**src/rtl/uart_apb_master.sv**
```systemverilog
// APB3 initiator for the UART register map.
// A valid/ready command becomes one APB3 transfer, and the result is returned
// on a valid/ready response channel. Only one transfer is in flight at a time.
// A wait-state timeout aborts the transfer if the slave never raises PREADY.
module uart_apb_master #(
  parameter int unsigned APB_ADDR_WIDTH = 32,
  parameter int unsigned APB_DATA_WIDTH = 32,
  parameter int unsigned TIMEOUT_CYCLES = 256
) (
  input  logic                      i_apb_pclk,
  input  logic                      i_apb_preset,
  // command channel
  input  logic                      i_cmd_valid,
  output logic                      o_cmd_ready,
  input  logic                      i_cmd_write,
  input  logic [APB_ADDR_WIDTH-1:0] i_cmd_addr,
  input  logic [APB_DATA_WIDTH-1:0] i_cmd_wdata,
  // response channel
  output logic                      o_rsp_valid,
  input  logic                      i_rsp_ready,
  output logic [APB_DATA_WIDTH-1:0] o_rsp_rdata,
  output logic                      o_rsp_err,
  output logic                      o_rsp_timeout,
  // APB3 initiator interface
  output logic [APB_ADDR_WIDTH-1:0] o_apb_paddr,
  output logic [APB_DATA_WIDTH-1:0] o_apb_pwdata,
  output logic                      o_apb_pwrite,
  output logic                      o_apb_psel,
  output logic                      o_apb_penable,
  input  logic [APB_DATA_WIDTH-1:0] i_apb_prdata,
  input  logic                      i_apb_pready,
  input  logic                      i_apb_pslverr
);

  // A zero timeout still needs a 1-bit counter so that the logic stays legal.
  localparam int unsigned CNT_W       = (TIMEOUT_CYCLES == 0) ? 1 : $clog2(TIMEOUT_CYCLES + 1);
  localparam bit          TO_EN       = (TIMEOUT_CYCLES != 0);
  localparam int unsigned TO_LAST_INT = (TIMEOUT_CYCLES == 0) ? 0 : (TIMEOUT_CYCLES - 1);
  localparam logic [CNT_W-1:0] TO_LAST = TO_LAST_INT[CNT_W-1:0];
  localparam logic [CNT_W-1:0] CNT_MAX = {CNT_W{1'b1}};

  typedef enum logic [1:0] {
    S_IDLE,
    S_SETUP,
    S_ACCESS,
    S_RESP
  } state_e;

  state_e                    state_q,   state_d;
  logic [APB_ADDR_WIDTH-1:0] paddr_q,   paddr_d;
  logic [APB_DATA_WIDTH-1:0] pwdata_q,  pwdata_d;
  logic                      pwrite_q,  pwrite_d;
  logic [APB_DATA_WIDTH-1:0] rdata_q,   rdata_d;
  logic                      err_q,     err_d;
  logic                      timeout_q, timeout_d;
  logic [CNT_W-1:0]          cnt_q,     cnt_d;

  // State and datapath registers; reset abandons any transfer without a response.
  always_ff @(posedge i_apb_pclk or posedge i_apb_preset) begin
    if (i_apb_preset) begin
      state_q   <= S_IDLE;
      paddr_q   <= '0;
      pwdata_q  <= '0;
      pwrite_q  <= 1'b0;
      rdata_q   <= '0;
      err_q     <= 1'b0;
      timeout_q <= 1'b0;
      cnt_q     <= '0;
    end else begin
      state_q   <= state_d;
      paddr_q   <= paddr_d;
      pwdata_q  <= pwdata_d;
      pwrite_q  <= pwrite_d;
      rdata_q   <= rdata_d;
      err_q     <= err_d;
      timeout_q <= timeout_d;
      cnt_q     <= cnt_d;
    end
  end

  // Next-state logic and state-decoded handshake/APB control outputs.
  always_comb begin
    state_d       = state_q;
    paddr_d       = paddr_q;
    pwdata_d      = pwdata_q;
    pwrite_d      = pwrite_q;
    rdata_d       = rdata_q;
    err_d         = err_q;
    timeout_d     = timeout_q;
    cnt_d         = cnt_q;
    o_cmd_ready   = 1'b0;
    o_rsp_valid   = 1'b0;
    o_apb_psel    = 1'b0;
    o_apb_penable = 1'b0;

    case (state_q)
      S_IDLE: begin
        o_cmd_ready = 1'b1;
        if (i_cmd_valid) begin
          paddr_d  = i_cmd_addr;
          pwdata_d = i_cmd_wdata;
          pwrite_d = i_cmd_write;
          cnt_d    = '0;
          state_d  = S_SETUP;
        end
      end

      S_SETUP: begin
        o_apb_psel = 1'b1;
        state_d    = S_ACCESS;
      end

      S_ACCESS: begin
        o_apb_psel    = 1'b1;
        o_apb_penable = 1'b1;
        if (i_apb_pready) begin
          // PREADY wins over a timeout landing in the same cycle.
          rdata_d   = pwrite_q ? '0 : i_apb_prdata;
          err_d     = i_apb_pslverr;
          timeout_d = 1'b0;
          state_d   = S_RESP;
        end else begin
          if (cnt_q != CNT_MAX) begin
            cnt_d = cnt_q + {{(CNT_W-1){1'b0}}, 1'b1};
          end
          if (TO_EN && (cnt_q == TO_LAST)) begin
            rdata_d   = '0;
            err_d     = 1'b1;
            timeout_d = 1'b1;
            state_d   = S_RESP;
          end
        end
      end

      S_RESP: begin
        o_rsp_valid = 1'b1;
        if (i_rsp_ready) begin
          state_d = S_IDLE;
        end
      end

      default: begin
        state_d = S_IDLE;
      end
    endcase
  end

  assign o_apb_paddr   = paddr_q;
  assign o_apb_pwdata  = pwdata_q;
  assign o_apb_pwrite  = pwrite_q;
  assign o_rsp_rdata   = rdata_q;
  assign o_rsp_err     = err_q;
  assign o_rsp_timeout = timeout_q;

endmodule

```
**config.mk**
```make
export PLATFORM = sky130hd
export DESIGN_NAME = uart_apb_master
export DESIGN_NICKNAME = d
export VERILOG_FILES = /design/src/rtl/uart_apb_master.sv
export SDC_FILE = /design/constraint.sdc
export NUM_CORES = 1
export LEC_CHECK = 0
export ABC_AREA = 0
export BUFFER_PORTS_ARGS = -buffer_cell sky130_fd_sc_hd__buf_2
export CAP_MARGIN = 20
export CORE_ASPECT_RATIO = 1.1
export CORE_MARGIN = 2
export CORE_UTILIZATION = 40
export CTS_CLUSTER_DIAMETER = 100
export DETAILED_ROUTE_END_ITERATION = 16
export PLACE_DENSITY = 0.69
export SLEW_MARGIN = 10
export SYNTH_ARGS = -nofsm -noshare
export SYNTH_HDL_FRONTEND = slang
export SYNTH_SLANG_ARGS = --single-unit
```
**constraint.sdc**
```tcl
create_clock -name i_apb_pclk -period 6.2 [get_ports i_apb_pclk]
set_input_delay 0.31 -clock i_apb_pclk [delete_from_list [all_inputs] [get_ports i_apb_pclk]]
set_output_delay 0.31 -clock i_apb_pclk [all_outputs]
set_load 0.01 [all_outputs]
```
== Word-level counts from Yosys, hierarchy flattened ==
Cells that the tools add are included.
Word-level totals
  flip-flop bits (word level): 110
  input port bits: 103
  output and inout port bits: 103
  logic and storage cells: 46
Operators by class
  $add $sub $neg: 1
  equality and inequality tests: 10
  multiplexer cells: 19
  reduce and logical (&&, ||, !) cells: 8
Operators by type and width (number)
  $mux 32: 3
  $mux 9: 3
  $pmux 9 s2: 1
  $add 9x1->9 const B: 1
  $eq 9x8->1 const B: 1
  $ne 9x9->1 const B: 1
  $mux 2: 4
  $ne 2x2->1 const B: 4
  $pmux 2 s4: 1
  $mux 1: 7
  $eq 2x2->1 const B: 2
  $reduce_and 2->1: 2
  $reduce_and 4->1: 1
  $reduce_bool 2->1: 2
  $ne 3x3->1 const B: 1
  $reduce_and 3->1: 1
  $eq 2x1->1 const B: 1
  $logic_not 2->1: 1
  $reduce_or 2->1: 1

== Logic depth before layout (Yosys ltp) ==
  depth after elaboration: 4
  mapped depth: 9
  mapped depth without buffers: 9

== Worst setup path before layout ==
OpenSTA, ideal clock, no wires.
  path type: register to register
  from: register cnt_q[0]
  to: register cnt_q[7]
  arrival: 1.805 ns
  setup slack: 4.318 ns
  stages on the path, launching flop included: 10
  period minus slack after synthesis: 1.882 ns
  cells stage by stage: dfrtp_1 ha_1 and2_1 nand2_1 nor2_1 ha_1 o21ai_4 nand3_4 or3_1 a21oi_1
Between the ends
  longest elaborated chain between the ends: 4
  elaborated cells on any way between the ends: 7
  classes of those cells: add/sub: 1; eq/ne: 2; mux: 3; reduce/logical: 1
Ends and longest elaborated chain
  start, declared: RTL line 56  | logic [CNT_W-1:0] cnt_q, cnt_d;
  start signal, assigned: RTL line 77  | cnt_q <= cnt_d;
  $add 9x1->9: RTL line 124  | cnt_d = cnt_q + {{(CNT_W-1){1'b0}}, 1'b1};
  $mux 9: RTL line 123  | if (cnt_q != CNT_MAX) begin
  $mux 9: RTL line 116  | if (i_apb_pready) begin
  $pmux 9 s2: RTL line 96  | case (state_q)
Parallel ways exist; a longest one is shown, timed or not. The select of a mux whose other input is x is not followed.
A chain may end at the register's enable or synchronous reset.

== Worst setup path in the final report ==
  from: register state_q[0]
  to: register paddr_q[0], in the netlist o_apb_paddr[0]
Between the ends
  longest elaborated chain between the ends: 2
Ends and longest elaborated chain
  start, declared: RTL line 49  | state_e state_q, state_d;
  start signal, assigned: RTL line 70  | state_q <= state_d;
  $logic_not 2->1: RTL line 96
  $reduce_and 2->1 (no line)
  end signal, assigned: RTL line 71  | paddr_q <= paddr_d;
  end, declared: RTL line 50  | logic [APB_ADDR_WIDTH-1:0] paddr_q, paddr_d;
No other way between the ends.

==> parameters.txt <==
Parameter                              Value

Layout
  Area Overhead vs Synth ... 34.8%
  Antenna fix cells ... 0
  Final Instance Count excl. Fillers ... 640
  Final #Nets ... 602
  Post-Layout Inst Area ... 5750 um2
  Fraction of layout cells with a size suffix above 1 ... 60.0%
  Utilization after layout ... between 50% and 60%

Synth
  Per-instance average area after synthesis ... 14.9 um2
  Synth top area cells ... sky130_fd_sc_hd__dfrtp_1 65%, sky130_fd_sc_hd__mux2_2 17%, sky130_fd_sc_hd__a22o_1 6.6%
  Number of cells produced by synthesis ... between 200 and 300
  Synthesized Nets ... 396
  Syn. warnings ... 0
  Synth top area share ... approximately 65%
  Library cell with the largest summed area after synthesis ... sky130_fd_sc_hd__dfrtp_1
  Area of the mapped netlist ... 4260 um2
  Sequential share of the synthesized area ... between 60% and 70%
  Number of distinct library cell variants in the gate-level netlist after synthesis ... 25
  Register bit count reported by yosys ... 110

Timing
  Min Clock Period, post-route ... 2350 ps
  Number of hold-slack violations in the final timing report ... 0
  Worst slack on hold paths ... between 10 and 15 ps
  Final worst-path cycle share ... 37.8%
  Slew Limit Fails ... 0
  Timing-limited maximum frequency ... 0.426 GHz
  Worst clock skew ... roughly 8.8 ps
  Setup-violating endpoint count in the final report ... 0
  Max-Slew Margin vs Limit ... 43.2%
  RSZ-0062 raised after global routing ... no
  Transition time at the pin with the least slew margin ... 852 ps
  Total negative slack for setup checks ... 0 ps

Pwr
  Part of the total power dissipated in combinational logic ... between 30 and 40%
  Portion of total power attributed to sequential cells ... between 40% and 50%
  Clk network pwr share ... between 10% and 20%
  Worst-case vdd ir drop ... 0.241 mV
  Sw frac ... between 30% and 40%
  Leakage power total ... slightly below 0.003 uW
  Net switching power ... around 970 uW
  Power per cell area ... 510 nW/um2
  Int Power ... a little under 2000 uW

Die
  Num rows ... 39
  Die Ht ... 112 um
  Die area ... 11500 um2
  Core Region ... roughly 10000 um2
  Starting Density ... 41.0%
  Number of top-level pins ... 206
  Horizontal die dimension ... ~100 um

Global routing
  Number of global-route vias before repair ... 3101
  Global-route wire length before repair ... ~15000 um
  Overflow left after global routing ... 0
  Number of antenna violations at the first check in global routing ... 0
  Total track usage ... 16.6%
  Largest net degree at the start of global routing ... 68

Drt
  Avg WL per Cell ... 14.9 um
  First DRT Iteration DRCs ... 96
  Wire length reported by the detailed router ... around 9500 um
  DRC violation count after routing ... 0
  Number of nets still failing antenna checks after routing ... 0
  Via density ... 4.79
  DRT Pass-1 Iters ... 4
  Routed vias ... 3063

Critical path
  Arrival time of data at the critical path endpoint ... 2580 ps
  Kind of critical path ... register to register
  WP data required ... 6430 ps
  Critical Path End Type ... register
  Reg2Reg Depth ... 5
  Element type at the critical path start ... register
  Slack of the worst reg-to-reg path ... approximately 3900 ps
  Worst r2r src ... state_q[0]
  Reg2reg end ... o_apb_paddr[0]
  Maximum fanout count along the critical path ... 35

Clock tree
  Source-to-sink clock delay at the later pin of the worst-skew pair ... 340 ps
  Post-cts resize count ... 0
  Clock buffer depth ... 2
  CTS Sinks ... 110
  Setup bufs post-CTS ... 0
  Clock tree from TritonCTS ... yes
  Number of clock buffers inserted by TritonCTS ... 9
  Max H-tree Level ... 3
  Clock edge transition at the registers on the reported setup and hold paths ... 70 ps
  Root buf cell ... sky130_fd_sc_hd__clkbuf_16
  Number of hold-repair buffers added at the cts stage ... 0

Min path
  Type of the tightest min-delay check ... primary input to async pin

Status
  Status ... complete, no violations

Placement
  Post-placement cell count ... approximately 620
  HPWL after detailed placement ... 7000 um
  Last weighted congestion value of the routability-driven placer ... between 0.7 and 0.8
  Count of buffers from port buffering ... around 200
  Placed standard-cell area ... 5440 um2

Run
  Max Cap Viol ... 0
==> through the flow <==
stage          worst slack [ps]  power, uW
3_5_place_dp               3820       2380
4_1_cts                    3810       2980
6_report                   3850       2930
5_1_grt                    3610       3130
2_1_floorplan              2990       1900
3_3_place_gp               3910       2330
==> final cells by class <==
type / instances / area, um2
multi-input cells: 155 / 1410
clock inverters: 6 / 70.1
fillers: 899 / 4650
well taps: 143 / 179
repair buffers: 209 / 1060
inverters: 7 / 28.8
flip-flops and latches: 110 / 2750
clock buffers: 10 / 239
==> power by group through the flow <==
stage / sequential [uW] / clock [uW] / combinational (uW)
final: 1210 / 580 / 1140
after global routing: 1260 / 630 / 1240
after CTS: 1220 / 605 / 1160
after detailed placement: 1230 / 0 / 1160
after global placement: 1210 / 0 / 1120
after floorplan: 1370 / 0 / 533
==> worst max-delay path: stages (launching register included) <==
cell and delay (ps):
sky130_fd_sc_hd__dfrtp_1 390, sky130_fd_sc_hd__inv_1 100, sky130_fd_sc_hd__ha_1 260, sky130_fd_sc_hd__nand2_2 560, sky130_fd_sc_hd__buf_4 520, sky130_fd_sc_hd__mux2_2 390
==> cells by family (layout without fill, tap and decap cells) <==
kind of cell / count (synthesis) / count (layout) / share of synthesized area, %
mux: 67 / 67 / 17.8
buf+inv: 21 / 232 / 2.41
compound gates: 46 / 46 / 8.60
simple gates: 31 / 31 / 3.76
xor+xnor: 4 / 4 / 0.822
flops: 110 / 110 / 64.6
fa+ha+maj: 7 / 7 / 2.05
==> routing by layer <==
| layer | global-route usage (%) | wire, um | vias to the layer above |
|---|---|---|---|
| met5 | 0 | 0 | - |
| met4 | 6.93 | 180 | 0 |
| met3 | 5.42 | 909 | 14 |
| met2 | 26.7 | 4610 | 135 |
| met1 | 20.4 | 3830 | 1484 |
| li1 | - | - | 1430 |
==> worst max path at each step <==
stage | from | endpoint | slack [ps]
floorplan | i_apb_preset | cnt_q[0] | 2990
global placement | state_q[0] | o_rsp_rdata[4] | 3910
detailed placement | state_q[0] | o_apb_pwdata[11] | 3820
CTS | state_q[0] | o_apb_pwdata[11] | 3810
global route | state_q[0] | cnt_q[4] | 3610
finish | state_q[0] | o_apb_paddr[0] | 3850
==> flip-flops by register name, indices dropped and copies added, names as in the netlist <==
signal	flops
o_rsp_err	1
o_apb_pwdata	32
cnt_q	9
o_apb_pwrite	1
o_rsp_rdata	32
state_q	2
o_apb_paddr	32
o_rsp_timeout	1
==> synthesized netlist by cell type, drive strengths merged <==
cell type and count:
a21oi 5, a22o 32, and2 1, and3 2
buf 14, dfrtp 110, ha 7, inv 7
mux2 67, nand2 9, nand3 3, nand4 2
nor2 10, nor3b 1, o21ai 8, o32a 1
or2b 1, or3 2, xor2 4
==> layout by cell type (no fill, tap or decap), drive strengths merged, types with 3 or more instances in the layout <==
master / synthesis / layout
clkinv: 0 / 4
o21ai: 8 / 8
nand2: 9 / 9
nor2: 10 / 10
nand3: 3 / 3
xor2: 4 / 4
ha: 7 / 7
a22o: 32 / 32
inv: 7 / 8
a21oi: 5 / 5
dfrtp: 110 / 110
clkbuf: 0 / 10
mux2: 67 / 67
buf: 14 / 209
No activity file was read; power rests on OpenSTA's default activity.
